$ cat src/rtl/mdr_pkg.sv
// Shared types and constants for the MDR datapath and its sequencing controller.
// Operand width, op codes, controller states and accumulator-mux select codes.
package mdr_pkg;

    localparam int DW     = 16;
    localparam int DW_DBL = 2 * DW;
    localparam int CNT_W  = $clog2(DW) + 1;

    typedef enum logic [1:0] {
        OP_MULT = 2'b00,
        OP_DIV  = 2'b01,
        OP_SQRT = 2'b10,
        OP_ILL  = 2'b11
    } op_e;

    typedef enum logic [2:0] {
        ST_IDLE = 3'd0,
        ST_LOAD = 3'd1,
        ST_ITER = 3'd2,
        ST_DONE = 3'd3,
        ST_ERR  = 3'd4
    } state_e;

    // Accumulator-input mux: A = initial operand, B = iteration result, C = clear.
    localparam logic [1:0] SEL_A = 2'b00;
    localparam logic [1:0] SEL_B = 2'b01;
    localparam logic [1:0] SEL_C = 2'b10;

    // An op that must be refused straight away instead of being iterated.
    function automatic logic is_reject(input op_e op, input logic divisor_zero);
        return (op == OP_ILL) || ((op == OP_DIV) && divisor_zero);
    endfunction

endpackage

$ cat src/rtl/mdr_iter_counter.sv
// Iteration counter for the MDR sequencer: synchronous clear, enable, and a
// terminal-count flag raised when the count reaches n-1.
module mdr_iter_counter #(
    parameter int CNT_W = mdr_pkg::CNT_W
) (
    input  logic             clk,
    input  logic             rst_n,
    input  logic             clr,
    input  logic             en,
    input  logic [CNT_W-1:0] n,
    output logic [CNT_W-1:0] cnt,
    output logic             tc
);

    assign tc = (cnt == (n - CNT_W'(1)));

    // NOTE: sequential state is updated with non-blocking assignments so every
    // flop samples the pre-edge values, independent of block ordering.
    always_ff @(posedge clk or negedge rst_n) begin
        if (!rst_n) begin
            cnt <= '0;
        end else if (clr) begin
            cnt <= '0;
        end else if (en && !tc) begin
            // Stopping at n-1 leaves the last index visible and can never wrap.
            cnt <= cnt + CNT_W'(1);
        end
    end

endmodule

$ cat src/rtl/mdr_seq_ctrl.sv
// Sequencing controller for the iterative multiply/divide/sqrt datapath: runs
// load, N iterations, then a done (or done+error) pulse per accepted request.
module mdr_seq_ctrl
    import mdr_pkg::*;
#(
    parameter int DW    = mdr_pkg::DW,
    parameter int CNT_W = $clog2(DW) + 1
) (
    input  logic             clk,
    input  logic             rst_n,
    input  logic             start,
    input  logic [1:0]       op,
    input  logic             divisor_zero,
    output logic [1:0]       mux_sel,
    output logic             acc_load,
    output logic [CNT_W-1:0] iter_cnt,
    output logic [1:0]       op_q,
    output logic             ready,
    output logic             busy,
    output logic             done,
    output logic             error
);

    localparam logic [CNT_W-1:0] N_FULL = CNT_W'(DW);
    localparam logic [CNT_W-1:0] N_HALF = CNT_W'(DW / 2);

    state_e           state;
    state_e           state_nxt;
    op_e              op_r;
    logic             accept;
    logic             cnt_clr;
    logic             cnt_en;
    logic             cnt_tc;
    logic [CNT_W-1:0] iter_n;

    assign accept = (state == ST_IDLE) && start;
    assign op_q   = op_r;
    assign iter_n = (op_r == OP_SQRT) ? N_HALF : N_FULL;

    always_ff @(posedge clk or negedge rst_n) begin
        if (!rst_n) begin
            state <= ST_IDLE;
            op_r  <= OP_MULT;
        end else begin
            state <= state_nxt;
            if (accept) begin
                op_r <= op_e'(op);
            end
        end
    end

    // NOTE: every signal written here gets a default first, so no path through
    // the case statement can leave one unassigned and infer a latch.
    always_comb begin
        state_nxt = state;
        mux_sel   = SEL_C;
        acc_load  = 1'b0;
        ready     = 1'b0;
        busy      = 1'b0;
        done      = 1'b0;
        error     = 1'b0;
        cnt_clr   = 1'b0;
        cnt_en    = 1'b0;

        case (state)
            ST_IDLE: begin
                ready = 1'b1;
                if (start) begin
                    state_nxt = is_reject(op_e'(op), divisor_zero) ? ST_ERR : ST_LOAD;
                end
            end
            ST_LOAD: begin
                mux_sel   = SEL_A;
                acc_load  = 1'b1;
                busy      = 1'b1;
                cnt_clr   = 1'b1;
                state_nxt = ST_ITER;
            end
            ST_ITER: begin
                mux_sel  = SEL_B;
                acc_load = 1'b1;
                busy     = 1'b1;
                cnt_en   = 1'b1;
                if (cnt_tc) begin
                    state_nxt = ST_DONE;
                end
            end
            ST_DONE: begin
                done      = 1'b1;
                state_nxt = ST_IDLE;
            end
            ST_ERR: begin
                // Loading with the mux on C clears the accumulator.
                done      = 1'b1;
                error     = 1'b1;
                acc_load  = 1'b1;
                state_nxt = ST_IDLE;
            end
            default: begin
                state_nxt = ST_IDLE;
            end
        endcase
    end

    mdr_iter_counter #(
        .CNT_W(CNT_W)
    ) u_iter_counter (
        .clk  (clk),
        .rst_n(rst_n),
        .clr  (cnt_clr),
        .en   (cnt_en),
        .n    (iter_n),
        .cnt  (iter_cnt),
        .tc   (cnt_tc)
    );

endmodule

$ cat config.mk
export PLATFORM = sky130hd
export DESIGN_NAME = mdr_seq_ctrl
export DESIGN_NICKNAME = d
export VERILOG_FILES = /design/src/rtl/mdr_pkg.sv /design/src/rtl/mdr_iter_counter.sv /design/src/rtl/mdr_seq_ctrl.sv
export SDC_FILE = /design/constraint.sdc
export NUM_CORES = 1
export LEC_CHECK = 0
export CAP_MARGIN = 20
export CORE_MARGIN = 1.5
export CORE_UTILIZATION = 38
export DETAILED_ROUTE_END_ITERATION = 6
export PLACE_DENSITY = 0.71
export SYNTH_ARGS = -nofsm -noshare
export SYNTH_HDL_FRONTEND = slang
export SYNTH_SLANG_ARGS = --single-unit
$ cat constraint.sdc
create_clock -name clk -period 1.29 [get_ports clk]
set_input_delay 0.3225 -clock clk [delete_from_list [all_inputs] [get_ports clk]]
set_output_delay 0.3225 -clock clk [all_outputs]
set_load 0.02 [all_outputs]
==> metrics.cfg <==
[synth]
synth.mux.area_fraction_pct = 7.23
synthesized_nets = 64
synthArstFlopShare_pct = 100
synthesized_area_fraction_occupied_by_ao_oa_aoi_and_oai_cells_pct = 10.9
yosysTopAreaCellShare_pct = 42.6
synth.cell_area_um2 = 588
post_synth_simple_gate_area_pct = 27.0
synth_top_family_by_area = simple AND/OR/NAND/NOR gates
netlist_top_cells_count = sky130_fd_sc_hd__dfrtp_1 (10), sky130_fd_sc_hd__nand2_1 (6), sky130_fd_sc_hd__o21ai_0 (4)
synth-adder-area-share_pct = 2.13
synth_largest_area_cell = sky130_fd_sc_hd__dfrtp_1
ys_top_cells_by_area = sky130_fd_sc_hd__dfrtp_1 (43%), sky130_fd_sc_hd__buf_6 (3.8%), sky130_fd_sc_hd__mux2_2 (3.8%)
total_of_flip_flops_plus_latches_after_synthesis = 10
synth.yosys.warnings = 0
synth-edff-count = 0
synth_cell_types = 30
synth-main-ff-cell = sky130_fd_sc_hd__dfrtp_1
yosys.cell_count.top_type = sky130_fd_sc_hd__dfrtp_1
synthesis.instances = 57
synthesis.area_per_instance_um2 = 10.3
synthXorXnorAreaFrac_pct = 4.47
synth_seq_area_share_pct = 42.6

[global_route]
gr-usage-all-layers_pct = 18.4
global_route_wire_length_before_repair_um = 2480
first_global_vias = 592
antenna_found_initial = 0
gr-total-overflow = 0
largest_net_degree_at_the_start_of_global_routing = 11

[timing]
actual_transition_at_the_worst_max_transition_pin_ns = 0.454
post_layout_minimum_cycle_time_ns = 1.64
maxSlewViolCount = 0
rsz0062_at_grt = true
timing.clock.skew_ns = 0.0105
fmax_mhz = 609
fin_crit_share_pct = 127
setup_viol = 15
smallest_setup_slack_after_layout_ns = -0.352
slew_margin_rel_pct = 69.4
hold_viol = 0

[clock_network]
clock_tree_from_tritoncts = built
clk_pin_slew_worst_paths_ns = 0.08
clock_sink_count = 10
root_buffer = sky130_fd_sc_hd__clkbuf_4
ctsLongestPathBuffers = 2
cts-buffers-inserted = 3
cts_max_level = 1
clock_insertion_delay_worst_skew_ns = 0.27
cts_hold_repair.buffers = 0

[floorplan]
io-pin-count = 20
dieWidth_um = 42.3
die_y_um = 42.3
initial_cell_density_of_the_core_pct = 40.0
placeable_area_um2 = 1470
floorplan.die_area_um2 = 1790
std_cell_rows = 14

[cells_and_area]
insertedDiodeCount = 0
layout-area-overhead-vs-synth_pct = 85.7
drive_above_1_share_pct = 60.2
fillerInstances = 114
postLayoutCoreUtil_pct = 74.2
nNetsFinal = 111

[route]
avgViaCountPerCell = 5.01
avgRoutedWirePerCell_um = 13.5
drt_first_pass_iters = 4
route.detailed.drc = 0
initialDrtViolationCount = 16
aggregate_routed_wire_length_um = 1610
dr_total_vias = 596
ant_nets = 0

[setup_path]
cp.required_ns = 0.97
worst_setup_path_start_kind = flop
worst-setup-path-type = reg2out
worst_r2r_path_depth = 8
path_cells = or3b_4 -> nand2_4 -> inv_4 -> buf_6
cp.arrival_ns = 1.32
delay_of_the_slowest_cell_on_the_worst_path_ns = 0.42
critical-path-slowest-cell = sky130_fd_sc_hd__or3b_4
path_max_fanout = 2
end_kind = output pin

[place]
detailedPlacementHpwl_um = 1080
routabilityCongestion = 0.790
number_of_port_buffers = 19

[power_and_ir_drop]
power-per-cell-area_nw_per_um2 = 2360
p_leak_uw = 0.000525
clkPwrFrac_pct = 9.2
irDropWorstVdd_v = 0.00121
share_comb_of_total_power_pct = 70.5
intPower_uw = 1510
pwr-share-seq_pct = 20.3
netSwitchingPower_uw = 1060
power.switching_fraction_pct = 41.3
power.total_uw = 2580

[worst_hold_path]
hp-class = in2async

[flow_run]
cap_viol_max_count = 0

[status]
violations = negative setup slack
outcome = finished, violations left

[through the flow]
step | instances | hold WS [ns] | worst slack (ns) | TNS, ns | area [µm²]
after floorplan | 57 | 0.0269 | -0.101 | -0.411 | 631
after global placement | 110 | 0.511 | -0.487 | -3.43 | 981
after detailed placement | 110 | 0.511 | -0.504 | -3.69 | 981
after CTS | 115 | 0.345 | -0.354 | -2.62 | 1040
after global routing | 119 | 0.360 | -0.397 | -3.72 | 1090
final | 119 | 0.337 | -0.352 | -2.87 | 1090
[power by group through the flow]
stage / Clock (µW) / Sequential, µW / Combinational (µW)
after detailed placement: 0 / 529 / 1610
after CTS: 237 / 524 / 1650
after global routing: 249 / 543 / 1930
after global placement: 0 / 519 / 1590
after floorplan: 0 / 658 / 687
final: 237 / 523 / 1820
[sequential cells by signal (all words and copies together), names as in the netlist]
register	count
op_q	2
state	3
u_iter_counter.cnt	5
[cell usage in the layout, fill, tap and decap left out, types with 2 or more instances in the layout]
cell	synthesis	layout
sky130_fd_sc_hd__nor2_4	1	2
sky130_fd_sc_hd__nand3b_1	3	3
sky130_fd_sc_hd__buf_6	2	11
sky130_fd_sc_hd__dfrtp_1	10	6
sky130_fd_sc_hd__o21ai_1	0	2
sky130_fd_sc_hd__clkdlybuf4s15_1	0	4
sky130_fd_sc_hd__mux2_2	2	2
sky130_fd_sc_hd__clkdlybuf4s50_1	0	5
sky130_fd_sc_hd__nand2_4	1	3
sky130_fd_sc_hd__dfrtp_2	0	4
sky130_fd_sc_hd__mux2i_1	2	2
sky130_fd_sc_hd__nand2_1	6	4
sky130_fd_sc_hd__nor2_1	3	2
sky130_fd_sc_hd__buf_2	0	2
sky130_fd_sc_hd__clkbuf_4	0	3
sky130_fd_sc_hd__buf_4	0	19
[per-layer routing]
| metal | GRT usage (%) | share of wire, % | vias to the layer above |
|---|---|---|---|
| met5 | 0 | 0 | - |
| met4 | 8.75 | 1.2 | 0 |
| met3 | 2.59 | 3.6 | 2 |
| met2 | 30.2 | 52 | 16 |
| met1 | 23.8 | 43 | 284 |
| li1 | - | - | 294 |
[what timing repair did]
item | in CTS | in global routing
buffers inserted | 1 | 5
resized for setup | 59 | 17
hold endpoints to repair | 0 | 0
pin swaps | 5 | 4
endpoints found under the setup margin | 21 | 20
[critical path: cells and delay by family (launching register included)]
| family | cells | cell delay [ns] |
|---|---|---|
| buf+inv | 2 | 0.14 |
| flops | 1 | 0.41 |
| simple gates | 2 | 0.50 |
[path summary, 6_finish.rpt]
check	startpoint	endpoint	slack [ns]
setup / recovery	state[2]	mux_sel[1]	-0.35
hold / removal	rst_n	u_iter_counter.cnt[2]	0.34
setup reg to reg	state[2]	u_iter_counter.cnt[3]	-0.22
hold reg to reg	op_q[0]	op_q[0]	0.53
max in group asynchronous	rst_n	op_q[0]	0.78
min in group clk	op_q[0]	op_q[0]	0.53
[final cells by class]
cell class,count,area (µm²),share of cell area [%]
Timing Repair Buffer,44,403,36.9
Multi-Input combinational cell,42,374,34.2
Sequential cell,10,255,23.4
Clock buffer,4,26.3,2.41
Tap cell,16,20.0,1.83
Inverter,3,13.8,1.26
[cell families (layout without fill, tap and decap cells)]
| family | after synthesis | in the layout |
|---|---|---|
| and+or+nand+nor | 24 | 24 |
| adders and majority gates | 1 | 1 |
| buffers and inverters | 5 | 51 |
| AOI/OAI and AO/OA | 10 | 10 |
| DFF | 10 | 10 |
| muxes | 4 | 4 |
| xor gates and xnor gates | 3 | 3 |
Power figures use the tool's default switching activity.
